**src/rtl/deck_dealer.sv**
```systemverilog
// deck_dealer: single 52-card shoe; deals ranks 1..13 without replacement,
// starting each draw at an LFSR-chosen slot and probing linearly for a free card.
module deck_dealer #(
    parameter logic [15:0] SEED = 16'hACE1
) (
    input  logic       fast_clock,
    input  logic       resetb,
    input  logic       draw_req,
    input  logic       shuffle,
    output logic [3:0] card,
    output logic       draw_ack,
    output logic       busy,
    output logic [5:0] cards_left,
    output logic       deck_empty
);
    // An all-zero LFSR would lock up, so a zero seed is promoted to 1
    localparam logic [15:0] SEED_NZ = (SEED == 16'h0000) ? 16'h0001 : SEED;

    typedef enum logic [1:0] {IDLE, SEARCH, ACK} state_t;

    state_t      state_q, state_d;
    logic [51:0] mask_q, mask_d;
    logic [5:0]  left_q, left_d;
    logic [5:0]  idx_q, idx_d;
    logic [3:0]  card_q, card_d;
    logic [15:0] lfsr_q, lfsr_d;
    logic        pend_q, pend_d;
    logic [5:0]  idx0;
    logic        hit;
    logic        clear;

    assign idx0  = (lfsr_q[5:0] >= 6'd52) ? lfsr_q[5:0] - 6'd52 : lfsr_q[5:0];
    assign hit   = !mask_q[idx_q];
    assign clear = shuffle || pend_q;

    always_ff @(posedge fast_clock or negedge resetb) begin
        if (!resetb) begin
            state_q <= IDLE;
            mask_q  <= '0;
            left_q  <= 6'd52;
            idx_q   <= '0;
            card_q  <= '0;
            lfsr_q  <= SEED_NZ;
            pend_q  <= 1'b0;
        end else begin
            state_q <= state_d;
            mask_q  <= mask_d;
            left_q  <= left_d;
            idx_q   <= idx_d;
            card_q  <= card_d;
            lfsr_q  <= lfsr_d;
            pend_q  <= pend_d;
        end
    end

    always_comb begin
        state_d = state_q;
        case (state_q)
            IDLE:    state_d = (clear || !draw_req) ? IDLE : (left_q != 6'd0) ? SEARCH : ACK;
            SEARCH:  state_d = hit ? ACK : SEARCH;
            default: state_d = IDLE;
        endcase
    end

    always_comb begin
        lfsr_d = {1'b0, lfsr_q[15:1]} ^ (lfsr_q[0] ? 16'hB400 : 16'h0000);
        mask_d = mask_q;
        left_d = left_q;
        idx_d  = idx_q;
        card_d = card_q;
        // A shuffle arriving mid-draw is remembered and applied once back in IDLE
        pend_d = pend_q || (shuffle && state_q != IDLE);
        if (state_q == IDLE && clear) begin
            mask_d = '0;
            left_d = 6'd52;
            pend_d = 1'b0;
        end else if (state_q == IDLE && draw_req) begin
            idx_d  = idx0;
            card_d = (left_q == 6'd0) ? 4'd0 : card_q;
        end else if (state_q == SEARCH && hit) begin
            mask_d[idx_q] = 1'b1;
            left_d        = left_q - 6'd1;
            card_d        = 4'(idx_q % 6'd13 + 6'd1);
        end else if (state_q == SEARCH) begin
            idx_d = (idx_q == 6'd51) ? 6'd0 : idx_q + 6'd1;
        end
    end

    always_comb begin
        busy     = state_q != IDLE;
        draw_ack = state_q == ACK;
    end

    assign card       = card_q;
    assign cards_left = left_q;
    assign deck_empty = left_q == 6'd0;
endmodule
```
**config.mk**
```make
export PLATFORM = sky130hd
export DESIGN_NAME = deck_dealer
export DESIGN_NICKNAME = d
export VERILOG_FILES = /design/src/rtl/deck_dealer.sv
export SDC_FILE = /design/constraint.sdc
export NUM_CORES = 1
export LEC_CHECK = 0
export BUFFER_PORTS_ARGS = -buffer_cell sky130_fd_sc_hd__buf_2
export CAP_MARGIN = 20
export CELL_PAD_IN_SITES_DETAIL_PLACEMENT = 1
export CELL_PAD_IN_SITES_GLOBAL_PLACEMENT = 2
export CORE_ASPECT_RATIO = 0.6
export CORE_UTILIZATION = 42
export CTS_BUF_LIST = sky130_fd_sc_hd__clkbuf_8
export CTS_CLUSTER_SIZE = 25
export DETAILED_ROUTE_END_ITERATION = 10
export GPL_ROUTABILITY_DRIVEN = 0
export HOLD_SLACK_MARGIN = 0.06
export PLACE_DENSITY = 0.8
export SLEW_MARGIN = 20
export SYNTH_ARGS = -nofsm -noshare
export SYNTH_HDL_FRONTEND = slang
export SYNTH_SLANG_ARGS = --single-unit
```
**constraint.sdc**
```tcl
create_clock -name fast_clock -period 4.8 [get_ports fast_clock]
set_input_delay 0 -clock fast_clock [delete_from_list [all_inputs] [get_ports fast_clock]]
set_output_delay 0 -clock fast_clock [all_outputs]
set_load 0.005 [all_outputs]
```
# Word-level counts from Yosys, hierarchy flattened
# Cells that the tools add are included.
totals:
  register_bits: 87
  latch_bits: 0
  ram_bits: 0
  romBits: 0
  in_bits: 4
  out_inout_bits: 13
  elab_cells: 68
  mem_count: 0
op_classes:
  n_addsub: 4
  mul: 0
  n_div: 1
  order_cmp: 3
  n_eq_ne: 6
  n_shift: 0
  muxes: 24
  bitwise_logic: 3
  n_reduce_logical: 20
op_table:
  columns: ["op", "count"]
  rows:
  - ["52-bit 2-to-1 mux", 3]
  - ["52-bit OR", 1]
  - ["6-bit 2-to-1 mux", 8]
  - ["16-bit 2-to-1 mux", 1]
  - ["15-bit by 16-bit XOR with 16-bit output", 1]
  - ["4-bit 2-to-1 mux", 3]
  - ["2-bit nonzero test", 4]
  - ["6-bit by 7-bit less-than comparator with 1-bit output, second input constant", 1]
  - ["6-bit by 1-bit adder with 6-bit output, second input constant", 1]
  - ["1-bit binary-select mux with 6-bit select", 1]
  - ["1-bit demux with 6-bit select", 1]
  - ["6-bit equality test, second input constant", 1]
  - ["6-bit by 1-bit >= comparator with 1-bit output, second input constant", 1]
  - ["6-bit >= comparator, second input constant", 1]
  - ["6-bit zero test", 1]
  - ["6-bit by 4-bit remainder unit with 6-bit output, second input constant", 1]
  - ["2-bit 2-to-1 mux", 3]
  - ["2-bit inequality test, second input constant", 3]
  - ["3-bit AND reduction", 2]
  - ["6-bit nonzero test", 1]
  - ["6-bit by 1-bit subtractor with 6-bit output, second input constant", 1]
  - ["6-bit subtractor, second input constant", 1]
  - ["1-bit logical AND", 5]
  - ["4-bit by 1-bit adder with 4-bit output, second input constant", 1]
  - ["other kinds (9)", 14]

# Longest topological paths before layout
depth:
  word_depth: 8
  mapped_depth: 21
  ltp_nobuf: 18

# Least setup slack after synthesis
# Ideal clock, no wire load.
synth_path:
  path_kind: "flip-flop to flip-flop"
  from: "register idx_q[2]"
  to: "register card_q[2], in the netlist card[2]"
  setup_time_ps: 131
  arrival_time_ps: 4158
  required_ps: 4669
  path_slack_ps: 511
  stages_incl_launch_ff: 22
  path_buffers: 3
  synth_period_minus_slack_ps: 4289
  cell_sequence: "dfrtp_1 > buf_2 > buf_2 > buf_2 > inv_1 > ha_1 > and2_1 > a221oi_2 > ha_1 > a21boi_1 > o41ai_1 > xnor2_1 > inv_1 > ha_1 > nand2b_1 > a31o_2 > nor2_1 > a21oi_1 > ha_1 > xor2_1 > xnor2_1 > o21ai_0"
synth_via:
  elab_chain_cells: 6
  word_cells_on_any_way: 10
  classes_between: "add/sub (1); div (1); mux (4); reduce/logical (4)"
synth_lines:
  columns: ["element", "line", "source"]
  rows:
  - ["from (decl)", "24", "logic [5:0] idx_q, idx_d;"]
  - ["from (signal assigned)", "49", "idx_q <= idx_d;"]
  - ["branches (longest 6 deep; another with 6-bit by 4-bit remainder unit with 6-bit output)", null, null]
  - ["to (signal assigned)", "50", "card_q <= card_d;"]
  - ["to (decl)", "25", "logic [3:0] card_q, card_d;"]
# Several ways; the timed one is not identified. The select of a mux whose other input is x is not followed.
# A chain may end at the register's enable or synchronous reset.

# Worst setup path in the final report
layout_path:
  from: "register idx_q[3]"
  to: "register card_q[2], in the netlist card[2]"
# Same word-level chain as after synthesis.

==> impl_metrics.sql <==
INSERT INTO impl_metrics (metric_group, metric, value, unit) VALUES
('floorplan', 'initial_utilization', '43.3', '%'),
('synth', 'synthMuxAreaShare', '7.01', '%'),
('floorplan', 'fp.dieArea', '11400', 'um2'),
('synth', 'synth-simple-area-share', '18.9', '%'),
('pwr', 'fin_total_pwr', '2.85', 'mW'),
('timing', 'rsz_0062_raised_after_global_routing', 'false', ''),
('synth', 'synth_flop_cell', 'dfrtp_1', ''),
('hold_path', 'timing.hold.worst.class', 'in2async', ''),
('flow_run', 'timing.max_cap.violations', '0', ''),
('global_route', 'grt_first_pass_wirelength', '20300', 'um'),
('timing', 'worst_clock_skew', '0.0105', 'ns'),
('timing', 'worstMarginPinSlew', '0.969', 'ns'),
('placed_design', 'place_ws', '0.370', 'ns'),
('critical_path', 'crit_fanout', '7', ''),
('clocking', 'clock_latency', '0.37', 'ns'),
('critical_path', 'classification_of_the_worst_setup_path', 'reg2reg', ''),
('synth', 'syn-instance-count', '461', ''),
('synth', 'synth_adder_area_share', '4.08', '%'),
('routing', 'drt-pass1-iter-count', '4', ''),
('timing', 'achievable-frequency', '0.231', 'GHz'),
('routing', 'via_count_of_the_routed_design', '3548', ''),
('routing', 'dr.first_iter.drc_count', '186', ''),
('global_route', 'globalRouteOverflowTotal', '0', ''),
('timing', 'final.period_utilization', '90.3', '%'),
('critical_path', 'critPathCaptureType', 'flip-flop', ''),
('global_route', 'globalRouteTotalUtil', '23.6', '%'),
('floorplan', 'floorplan.die.height', '83.1', 'um'),
('final_layout', 'layout.cells.most_common', 'nand2_1', ''),
('routing', 'postRouteAntennaNets', '0', ''),
('final_layout', 'net_total_in_the_final_layout', '497', ''),
('critical_path', 'arrival_time_reported_for_the_critical_path_endpoint', '4.62', 'ns'),
('final_layout', 'drive_gt1_share', '16.1', '%'),
('routing', 'detail_route.wirelength', '12300', 'um'),
('routing', 'drt_drc_violations_left', '0', ''),
('status', 'outcome', 'finished clean', ''),
('clocking', 'cts-buffers-inserted', '9', ''),
('global_route', 'antenna_found_initial', '0', ''),
('synth', 'synth-edff-count', '0', ''),
('timing', 'slew_headroom', '35.2', '%'),
('final_layout', 'area.growth.synth_to_final', '10.6', '%'),
('critical_path', 'sort_of_element_at_the_start_of_the_critical_path', 'flip-flop', ''),
('routing', 'route.detailed.wl_per_inst', '19.8', 'um'),
('synth', 'synth-seq-area-share', '47.6', '%'),
('synth', 'synth_fp_nets', '480', ''),
('global_route', 'pin_count_of_the_biggest_net_entering_global_routing', '53', ''),
('synth', 'asyncSetResetFlopFracSynth', '100', '%'),
('clocking', 'clock_tree.htree_level_count', '3', ''),
('clocking', 'cts.root.buffer_cell', 'clkbuf_8', ''),
('final_layout', 'layout.cells.most_common_list', '84 x nand2_1, 76 x dfrtp_1, 58 x o21ai_0', ''),
('synth', 'synth_compound_area_share', '16.0', '%'),
('clocking', 'cts_tree', 'built', ''),
('timing', 'final.setup.tns', '0', 'ns'),
('floorplan', 'std_cell_rows', '29', ''),
('synth', 'synth_area', '4600', 'um2'),
('timing', 'slew_viol_final', '0', ''),
('synth', 'synth-xor-area-share', '2.66', '%'),
('placed_design', 'place_hpwl', '8870', 'um'),
('pwr', 'power_per_cell_area', '560', 'nW/um2'),
('pwr', 'cellLeakagePower', '2.20', 'nW'),
('timing', 'period_minus_slack', '4.34', 'ns'),
('clocking', 'cts.sink_count', '87', ''),
('global_route', 'via_count_of_the_first_global_routing_pass', '3675', ''),
('timing', 'timing.final.ws_setup', '0.463', 'ns'),
('floorplan', 'design.portCount', '17', ''),
('synth', 'yosys_warnings', '0', ''),
('floorplan', 'floorplan.die.width', '137', 'um'),
('synth', 'synthDistinctLibCells', '64', ''),
('synth', 'synth_area_per_cell', '9.99', 'um2'),
('placed_design', 'io_buffer_count', '16', ''),
('floorplan', 'coreArea', '10600', 'um2'),
('routing', 'viasPerCell', '5.70', ''),
('clocking', 'ctsLongestPathBuffers', '2', ''),
('pwr', 'worst_ir_drop_vdd', '259', 'uV'),
('final_layout', 'insertedDiodeCount', '0', ''),
('timing', 'final_hold_viol_count', '0', ''),
('clocking', 'clk_pin_slew', '0.10', 'ns'),
('timing', 'setup_viol', '0', ''),
('synth', 'synth_top_family_by_area', 'simple AND/OR/NAND/NOR gates', ''),
('synth', 'synth.ff_latch_count', '87', ''),
('critical_path', 'critical_path_required', '5.08', 'ns');
critical path, stage by stage (launching register included):
cell	delay, ns
dfrtp_1	0.38
inv_1	0.21
ha_1	0.30
a21bo_2	0.28
a221oi_4	0.39
ha_1	0.31
a21boi_1	0.25
o41ai_1	0.11
xnor2_1	0.38
inv_1	0.12
ha_1	0.20
nand2b_1	0.16
a31o_2	0.30
nor2_1	0.11
a21oi_1	0.06
ha_1	0.21
xor2_1	0.17
xnor2_1	0.14
o21ai_0	0.18
cell type report:
class | instances | area [um2]
Tap cell | 139 | 174
Sequential cell | 87 | 2190
Fill cell | 1230 | 5540
Clock buffer | 9 | 124
Clock inverter | 7 | 80.1
Timing Repair Buffer | 30 | 195
Multi-Input combinational cell | 332 | 2260
Inverter | 18 | 67.6
Yosys cell counts, types with 2 or more instances:
library cell | instances | area [um2]
a211oi_1 | 2 | 15.0
a21boi_0 | 4 | 30.0
a21o_1 | 2 | 15.0
a21oi_1 | 7 | 35.0
a22o_1 | 6 | 52.6
a22oi_1 | 3 | 22.5
a31o_2 | 2 | 17.5
a31oi_1 | 7 | 43.8
a32o_1 | 2 | 20.0
and2_1 | 4 | 25.0
and3_1 | 3 | 18.8
and3b_1 | 4 | 35.0
buf_2 | 7 | 35.0
clkbuf_1 | 16 | 60.1
dfrtp_1 | 76 | 1900
dfstp_2 | 11 | 289
ha_1 | 15 | 188
inv_1 | 16 | 60.1
mux2i_1 | 6 | 60.1
mux4_1 | 4 | 105
mux4_2 | 7 | 158
nand2_1 | 84 | 315
nand2b_1 | 4 | 25.0
nand3_1 | 11 | 55.1
nand4_4 | 2 | 42.5
nor2_1 | 26 | 97.6
nor2b_1 | 5 | 31.3
nor3_1 | 9 | 45.0
nor4b_1 | 3 | 26.3
nor4bb_1 | 2 | 20.0
o21ai_0 | 58 | 290
o32ai_1 | 2 | 17.5
o41ai_1 | 4 | 35.0
or2_2 | 2 | 12.5
or3_1 | 4 | 25.0
xnor2_1 | 7 | 61.3
xor2_1 | 7 | 61.3
path summary, 6_finish.rpt:
| kind | start | end | slack, ns | cells past startpoint |
|---|---|---|---|---|
| setup / recovery | idx_q[3]$_DFFE_PN0P_ | card[2]$_DFFE_PN0P_ | 0.46 | 18 |
| hold / removal | resetb | card[3]$_DFFE_PN0P_ | 0.11 | 2 |
| setup reg to reg | idx_q[3]$_DFFE_PN0P_ | card[2]$_DFFE_PN0P_ | 0.46 | 18 |
| hold reg to reg | lfsr_q[9]$_DFF_PN0_ | lfsr_q[8]$_DFF_PN0_ | 0.36 | 0 |
| max in group asynchronous | resetb | mask_q[47]$_DFFE_PN0P_ | 3.63 | 3 |
| min in group fast_clock | lfsr_q[9]$_DFF_PN0_ | lfsr_q[8]$_DFF_PN0_ | 0.36 | 0 |
logic make-up after synthesis:
logic type | after synthesis
simple gates | 172
mux | 17
compound gates | 114
buf+inv | 42
fa+ha+maj | 15
flops | 87
xor+xnor | 14
report_power, final:
group / total (mW) / switching [mW] / internal [mW] / leakage (nW)
Clock: 0.545 / 0.297 / 0.248 / 0.102
Sequential: 0.919 / 0.0821 / 0.837 / 1.15
Combinational: 1.39 / 0.900 / 0.489 / 0.949
timing repair:
item / 4_1_cts / 5_1_grt
endpoints found under the hold margin: 38 / 0
endpoints found under the setup margin: 0 / 1
hold buffers: 3 / 0
resized for setup: 0 / 1
buffers inserted: 0 / 0
registers in the layout, summed over array words and instances, names as in the netlist:
signal / cells
card: 4
cards_left: 6
idx_q: 6
lfsr_q: 16
mask_q: 52
pend_q: 1
state_q: 2
stage by stage:
stage                     hold slack (ns)  instance area (um2)  util [%]  instances
after global routing                0.172                 5090      47.9        622
after floorplan                    -0.296                 4600         -        461
after global placement           -0.00355                 4850      45.6        603
final                               0.115                 5090      47.9        622
after detailed placement         -0.00238                 4850      45.6        603
after CTS                           0.126                 5080      47.8        622
routing by layer:
layer  GRT usage [%]  routed length (um)
met5               0                   0
met2            33.6                5310
met4            4.50                  77
met3            4.64                 435
met1            37.1                6510
No activity file was read; power rests on OpenSTA's default activity.
